--- src/rtl/conv3_window_feeder_if.sv ---
// Weight and pixel stream handshakes into the 3x3 window feeder.
interface conv3_window_feeder_if #(
   parameter int DATA_WIDTH = 16
);
   logic                  w_valid;
   logic                  w_ready;
   logic [DATA_WIDTH-1:0] w_data;
   logic                  pix_valid;
   logic                  pix_ready;
   logic [DATA_WIDTH-1:0] pix_data;

   modport master (
      output w_valid, w_data, pix_valid, pix_data,
      input  w_ready, pix_ready
   );

   modport slave (
      input  w_valid, w_data, pix_valid, pix_data,
      output w_ready, pix_ready
   );
endinterface

--- src/rtl/conv3_window_feeder.sv ---
// Kernel loader, line-buffered column builder and result tagger in front of
// the 3x3 FP16 convolution core.
module conv3_window_feeder #(
   parameter int DATA_WIDTH = 16,
   parameter int IMG_WIDTH  = 28,
   parameter int IMG_HEIGHT = 28
) (
   input  logic                          clk,
   input  logic                          rst,
   input  logic                          start,
   conv3_window_feeder_if.slave          strm,
   output logic [DATA_WIDTH-1:0]         conv_data0,
   output logic [DATA_WIDTH-1:0]         conv_data1,
   output logic [DATA_WIDTH-1:0]         conv_data2,
   output logic                          conv_valid_in,
   output logic                          conv_kernel_load,
   output logic                          conv_valid_out,
   output logic                          res_valid,
   output logic [$clog2(IMG_HEIGHT)-1:0] res_row,
   output logic [$clog2(IMG_WIDTH)-1:0]  res_col,
   output logic                          busy,
   output logic                          frame_done
);
   localparam int RW = $clog2(IMG_HEIGHT);
   localparam int CW = $clog2(IMG_WIDTH);

   typedef enum logic [1:0] {IDLE, KLOAD, STREAM, DRAIN} state_t;

   state_t                state, state_nxt;
   logic [1:0]            wcnt, wcol, dcnt;
   logic [RW-1:0]         row;
   logic [CW-1:0]         col;
   logic                  w_acc, pix_acc, last_w, last_pix, win_done;
   logic [DATA_WIDTH-1:0] w_hold0, w_hold1;
   logic [DATA_WIDTH-1:0] lb0 [IMG_WIDTH];
   logic [DATA_WIDTH-1:0] lb1 [IMG_WIDTH];

   logic                  vld_p0, vld_p1, vld_p2;
   logic [RW-1:0]         row_p0, row_p1, row_p2;
   logic [CW-1:0]         col_p0, col_p1, col_p2;

   assign strm.w_ready   = (state == KLOAD);
   assign strm.pix_ready = (state == STREAM);
   assign busy           = (state != IDLE);

   assign w_acc    = strm.w_valid && (state == KLOAD);
   assign pix_acc  = strm.pix_valid && (state == STREAM);
   assign last_w   = (wcol == 2'd2) && (wcnt == 2'd2);
   assign last_pix = (row == RW'(IMG_HEIGHT - 1)) && (col == CW'(IMG_WIDTH - 1));
   assign win_done = pix_acc && (row >= RW'(2)) && (col >= CW'(2));

   always_ff @(posedge clk) begin
      if (rst) state <= IDLE;
      else     state <= state_nxt;
   end

   always_comb begin
      state_nxt = state;
      case (state)
         IDLE:    if (start) state_nxt = KLOAD;
         KLOAD:   if (w_acc && last_w) state_nxt = STREAM;
         STREAM:  if (pix_acc && last_pix) state_nxt = DRAIN;
         DRAIN:   if (dcnt == 2'd3) state_nxt = IDLE;
         default: state_nxt = IDLE;
      endcase
   end

   always_ff @(posedge clk) begin
      if (rst || state == IDLE) begin
         wcnt <= '0;
         wcol <= '0;
         dcnt <= '0;
         row  <= '0;
         col  <= '0;
      end else begin
         if (w_acc) begin
            if (wcnt == 2'd2) begin
               wcnt <= '0;
               wcol <= wcol + 2'd1;
            end else begin
               wcnt <= wcnt + 2'd1;
            end
         end
         if (pix_acc) begin
            if (col == CW'(IMG_WIDTH - 1)) begin
               col <= '0;
               row <= row + RW'(1);
            end else begin
               col <= col + CW'(1);
            end
         end
         dcnt <= (state == DRAIN) ? dcnt + 2'd1 : 2'd0;
      end
   end

   // First two weights of a column wait here until the third completes the group.
   always_ff @(posedge clk) begin
      if (w_acc && wcnt == 2'd0) w_hold0 <= strm.w_data;
      if (w_acc && wcnt == 2'd1) w_hold1 <= strm.w_data;
   end

   always_ff @(posedge clk) begin
      if (pix_acc) begin
         lb1[col] <= lb0[col];
         lb0[col] <= strm.pix_data;
      end
   end

   // Core shift strobes: one kernel column per weight group, one pixel column per pixel.
   always_ff @(posedge clk) begin
      if (rst) begin
         conv_data0       <= '0;
         conv_data1       <= '0;
         conv_data2       <= '0;
         conv_valid_in    <= 1'b0;
         conv_kernel_load <= 1'b0;
      end else begin
         conv_valid_in    <= 1'b0;
         conv_kernel_load <= 1'b0;
         if (w_acc && wcnt == 2'd2) begin
            conv_data2       <= w_hold0;
            conv_data1       <= w_hold1;
            conv_data0       <= strm.w_data;
            conv_valid_in    <= 1'b1;
            conv_kernel_load <= 1'b1;
         end else if (pix_acc) begin
            conv_data2    <= lb1[col];
            conv_data1    <= lb0[col];
            conv_data0    <= strm.pix_data;
            conv_valid_in <= (row >= RW'(2));
         end
      end
   end

   always_ff @(posedge clk) begin
      if (rst) begin
         vld_p0     <= 1'b0;
         vld_p1     <= 1'b0;
         vld_p2     <= 1'b0;
         row_p0     <= '0;
         row_p1     <= '0;
         row_p2     <= '0;
         col_p0     <= '0;
         col_p1     <= '0;
         col_p2     <= '0;
         res_valid  <= 1'b0;
         res_row    <= '0;
         res_col    <= '0;
         frame_done <= 1'b0;
      end else begin
         // p0: window completed by the pixel accepted last cycle
         vld_p0 <= win_done;
         row_p0 <= win_done ? row - RW'(2) : '0;
         col_p0 <= win_done ? col - CW'(2) : '0;
         // p1: core shifting the column in
         vld_p1 <= vld_p0;
         row_p1 <= row_p0;
         col_p1 <= col_p0;
         // p2: core result register loading, drives conv_valid_out
         vld_p2 <= vld_p1;
         row_p2 <= row_p1;
         col_p2 <= col_p1;
         // result stage: core data_out valid
         res_valid  <= vld_p2;
         res_row    <= row_p2;
         res_col    <= col_p2;
         frame_done <= vld_p2 && (row_p2 == RW'(IMG_HEIGHT - 3)) &&
                       (col_p2 == CW'(IMG_WIDTH - 3));
      end
   end

   assign conv_valid_out = vld_p2;

endmodule

--- src/flat_wrapper.sv ---
// flat-port wrapper written by rule: the top's interface ports become plain ports
module conv3_window_feeder_flat 
#(
   parameter int DATA_WIDTH = 16,
   parameter int IMG_WIDTH  = 28,
   parameter int IMG_HEIGHT = 28
)
  (clk, rst, start, conv_data0, conv_data1, conv_data2, conv_valid_in, conv_kernel_load, conv_valid_out, res_valid, res_row, res_col, busy, frame_done, strm_w_valid, strm_w_data, strm_pix_valid, strm_pix_data, strm_w_ready, strm_pix_ready);
  conv3_window_feeder_if #(.DATA_WIDTH(DATA_WIDTH)) strm_i ();
  input  logic clk;
  input  logic rst;
  input  logic start;
  output logic [DATA_WIDTH-1:0] conv_data0;
  output logic [DATA_WIDTH-1:0] conv_data1;
  output logic [DATA_WIDTH-1:0] conv_data2;
  output logic conv_valid_in;
  output logic conv_kernel_load;
  output logic conv_valid_out;
  output logic res_valid;
  output logic [$clog2(IMG_HEIGHT)-1:0] res_row;
  output logic [$clog2(IMG_WIDTH)-1:0] res_col;
  output logic busy;
  output logic frame_done;
  input wire logic [$bits(strm_i.w_valid)-1:0] strm_w_valid;
  input wire logic [$bits(strm_i.w_data)-1:0] strm_w_data;
  input wire logic [$bits(strm_i.pix_valid)-1:0] strm_pix_valid;
  input wire logic [$bits(strm_i.pix_data)-1:0] strm_pix_data;
  output wire logic [$bits(strm_i.w_ready)-1:0] strm_w_ready;
  output wire logic [$bits(strm_i.pix_ready)-1:0] strm_pix_ready;
  assign strm_i.w_valid = strm_w_valid;
  assign strm_i.w_data = strm_w_data;
  assign strm_i.pix_valid = strm_pix_valid;
  assign strm_i.pix_data = strm_pix_data;
  assign strm_w_ready = strm_i.w_ready;
  assign strm_pix_ready = strm_i.pix_ready;
  conv3_window_feeder #(.DATA_WIDTH(DATA_WIDTH), .IMG_WIDTH(IMG_WIDTH), .IMG_HEIGHT(IMG_HEIGHT)) u_core (.clk(clk), .rst(rst), .start(start), .strm(strm_i), .conv_data0(conv_data0), .conv_data1(conv_data1), .conv_data2(conv_data2), .conv_valid_in(conv_valid_in), .conv_kernel_load(conv_kernel_load), .conv_valid_out(conv_valid_out), .res_valid(res_valid), .res_row(res_row), .res_col(res_col), .busy(busy), .frame_done(frame_done));
endmodule
--- config.mk ---
export PLATFORM = sky130hd
export DESIGN_NAME = conv3_window_feeder_flat
export DESIGN_NICKNAME = d
export VERILOG_FILES = /design/src/rtl/conv3_window_feeder_if.sv /design/src/rtl/conv3_window_feeder.sv /design/src/flat_wrapper.sv
export SDC_FILE = /design/constraint.sdc
export NUM_CORES = 1
export LEC_CHECK = 0
export ABC_AREA = 1
export CAP_MARGIN = 30
export CELL_PAD_IN_SITES_DETAIL_PLACEMENT = 1
export CELL_PAD_IN_SITES_GLOBAL_PLACEMENT = 1
export CORE_MARGIN = 2
export CORE_UTILIZATION = 48
export DETAILED_ROUTE_END_ITERATION = 7
export PLACE_DENSITY_LB_ADDON = 0.25
export SLEW_MARGIN = 20
export SYNTH_ARGS = -nofsm -noshare
export SYNTH_HDL_FRONTEND = slang
export SYNTH_SLANG_ARGS = --single-unit
--- constraint.sdc ---
create_clock -name clk -period 6.5 [get_ports clk]
set_input_delay 0.65 -clock clk [delete_from_list [all_inputs] [get_ports clk]]
set_output_delay 0.65 -clock clk [all_outputs]
set_load 0.01 [all_outputs]
==> impl_metrics.py <==
metrics = {
    "worst_setup_path": {
        "critPathCaptureType": "register",
        "critPathKind": "register to register",
        "cpMaxStageDelayCell": "dfxtp_4",
        "ff2ff_path_depth": 13,
        "cp_num_buf_inv": 3,
        "crit_arrival_ps": 4340,
        "cp.depth": 13,
        "crit_chain": "buf_12 -> buf_4 -> nor2_1 -> nor2_1 -> o21ai_0 -> nand3_1 -> nand2_1 -> nand2_1 -> nand2_1 -> nand2_1 -> buf_8 -> nand2_1 -> a21oi_2",
        "critPathRequiredTime_ps": 7130,
        "max_stage_delay_ps": 610,
        "critPathTopFamily": "buffers and inverters",
        "cp_max_fo": 157,
        "worst_path_most_repeated_cell": "nand2_1",
        "r2r_setup_slack_ps": 2790,
        "start_kind": "register",
        "worstReg2RegEnd": "u_core.conv_data1[3]",
    },
    "power_and_ir_drop": {
        "leakage_nw": 18.3,
        "power_mw": 15.9,
        "powerDensity_mw_per_mm2": 324,
        "ir_drop_mv": 0.228,
    },
    "sta": {
        "setup_viol": 0,
        "hold_violations": 0,
        "max_freq_mhz": 269,
        "clock_skew_ps": 40.3,
        "rsz0062_at_grt": "false",
        "worst_slack_ps": 2790,
        "fin_crit_sh_pct": 57.1,
        "period_needed_ps": 3710,
        "fin_setup_tns_ps": 0,
        "slew_headroom_pct": 34.7,
        "tightest_slew_ps": 977,
        "slew_viol_final": 0,
    },
    "die": {
        "num_rows": 109,
        "core_area_mm2": 0.0884,
        "die-area_mm2": 0.0915,
        "initial_core_util_pct": 48.4,
        "io_pins": 103,
        "die_y_um": 303,
        "fp.dieW_um": 303,
    },
    "synth": {
        "synth_area_leaders": "edfxtp_1 (65%), nand2_1 (10%), nand3_1 (6.1%)",
        "syn_area_per_cell_um2": 11.1,
        "synth.distinct_cells": 38,
        "yosysWarnings": 0,
        "synth_top_area_cell": "edfxtp_1",
        "ys_seq_area_share_pct": 70.7,
        "syn-cell-area_mm2": 0.0428,
        "syn_nets": 3891,
        "synth_top_area_share_pct": 65.2,
        "synth_edf_count": 928,
        "synth_common_cells": "nand2_1 (1159), edfxtp_1 (928), nand3_1 (521), inv_1 (341), nor2_1 (203)",
        "synth_cells": 3838,
        "synthFlopType": "edfxtp_1",
        "synth_most_common_cell": "nand2_1",
        "synth_seq_cells": 1046,
        "async_flop_share_pct": 0,
    },
    "finish": {
        "fillCellCount": 9252,
        "stdcell_area_mm2": 0.0490,
        "multi_input_area_mm2": 0.0101,
        "layout-drive-gt1-share_pct": 8.23,
        "area_growth_pct": 14.6,
        "num-nets-final": 3980,
        "final-seq-area_mm2": 0.0302,
    },
    "worst_hold_path": {
        "hp-class": "primary input to register",
        "min_from": "rst",
        "whs_path_depth": 2,
        "min_to": "u_core.res_col[1]",
    },
    "clock_network": {
        "clockBufferDepth": 3,
        "cts_root_buf": "clkbuf_16",
        "numCtsBuffers": 110,
        "cts_tree": "yes",
        "clock_sinks": 1046,
        "cts_hold_buf": 0,
        "clock_latency_ps": 710,
        "postCtsResizedCells": 0,
        "path_clk_slew_ps": 60,
        "cts_setup_buffers": 0,
        "h-tree-depth": 3,
    },
    "placement": {
        "io_buffers": 102,
        "detailedPlace.worstSlack_ps": 2540,
        "gp_congestion": 0.800,
        "post_dp_cell_area_mm2": 0.0449,
        "place_hpwl_um": 76700,
    },
    "drt": {
        "first_pass_iters": 5,
        "met1_length_um": 55200,
        "routed_wl_um": 136000,
        "ant_nets": 0,
        "via_count": 30100,
        "route.met2.wl_um": 66100,
        "remaining_drc_errors": 0,
        "viasPerCell": 5.79,
        "wl_per_cell_um": 26.2,
        "wl_met3_um": 9500,
        "drt-initial-drc-count": 2997,
        "top_layer": "met5",
    },
    "grt": {
        "gr-total-overflow": 0,
        "antenna_found_initial": 1,
        "grt_max_degree": 169,
        "grt_pass1_wl_um": 200000,
        "grt_usage_pct": 29.6,
        "grt_pass1_vias": 31200,
    },
    "run_status": {
        "outcome": "finished clean",
    },
    "run": {
        "cap_violations": 0,
    },
}
## layout make-up
| class | instances | area share, % |
|---|---|---|
| flip-flops and latches | 1046 | 61.7 |
| multi-input cells | 2227 | 20.6 |
| clock buffers | 140 | 6.14 |
| repair buffers | 192 | 4.07 |
| well taps | 1165 | 2.97 |
| inverters | 350 | 2.73 |
| clock inverters | 67 | 1.80 |
| diodes | 1 | 0.00510 |
## sequential cells by signal (all words and copies together), names as in the netlist, 16 cells and up, named ones only
| register | flops |
|---|---|
| u_core.lb0 | 448 |
| u_core.w_hold0 | 16 |
| u_core.conv_data2 | 16 |
| u_core.conv_data1 | 16 |
| u_core.conv_data0 | 16 |
| u_core.lb1 | 448 |
| u_core.w_hold1 | 16 |
## worst register-to-register path, stage by stage (launching register included)
cell	delay, ps
dfxtp_4	610
buf_12	510
buf_4	870
nor2_1	120
nor2_1	120
o21ai_0	110
nand3_1	120
nand2_1	80
nand2_1	70
nand2_1	60
nand2_1	490
buf_8	260
nand2_1	90
a21oi_2	130
## routing by layer
layer,GRT usage (%),up-vias
met3,4.30,280
met4,11.6,2
met1,39.3,15400
met5,0,-
met2,49.3,1257
li1,-,13100
## how the worst max path moves through the flow
stage | from | to | slack [ps]
detailed placement | strm_pix_valid | u_core.lb1[2][5] | 2540
finish | register | u_core.conv_data1[3] | 2790
floorplan | u_core.state[0] | u_core.lb0[15][0] | 2920
global placement | strm_pix_valid | u_core.lb1[9][0] | 2680
CTS | register | u_core.lb1[4][15] | 2780
global route | register | u_core.conv_data1[7] | 2580
## through the flow
| step | hold WS (ps) | utilization [%] | cells |
|---|---|---|---|
| after floorplan | 388 | - | 3838 |
| after global placement | 395 | 50.6 | 4960 |
| after CTS | 402 | 55.2 | 5176 |
| after global routing | 365 | 55.5 | 5187 |
| after detailed placement | 396 | 50.8 | 4969 |
| final | 354 | 55.5 | 5188 |
## power breakdown
| part | internal [mW] | switching [mW] | total (mW) |
|---|---|---|---|
| logic | 0.412 | 1.13 | 1.54 |
| registers | 7.54 | 0.0592 | 7.60 |
| clock network | 4.00 | 2.74 | 6.75 |
## cell families after synthesis
| kind of cell | count (synthesis) | synth area share, % |
|---|---|---|
| AOI/OAI and AO/OA | 282 | 3.91 |
| xor gates and xnor gates | 1 | 0.0205 |
| adders and majority gates | 16 | 0.468 |
| buffers and inverters | 565 | 6.22 |
| DFF | 1046 | 70.7 |
| and+or+nand+nor | 1928 | 18.7 |
## layout by cell type, fill, tap and decap left out, drive strengths merged, types with 4 or more instances in the layout
cell | Yosys | layout
o21ai | 117 | 117
a21oi | 74 | 74
clkinvlp | 0 | 4
o211ai | 53 | 53
bufinv | 0 | 18
dfxtp | 118 | 118
a22o | 19 | 19
nand4 | 5 | 5
edfxtp | 928 | 928
nand2 | 1164 | 1164
nor2 | 205 | 205
clkinv | 2 | 48
ha | 16 | 16
clkbuf | 31 | 140
and2 | 9 | 9
inv | 348 | 347
or2 | 9 | 9
a31oi | 16 | 16
nor3 | 13 | 13
clkdlybuf4s50 | 0 | 98
nand3 | 521 | 521
buf | 184 | 94
Note: power is estimated with default switching activity, not from simulation.
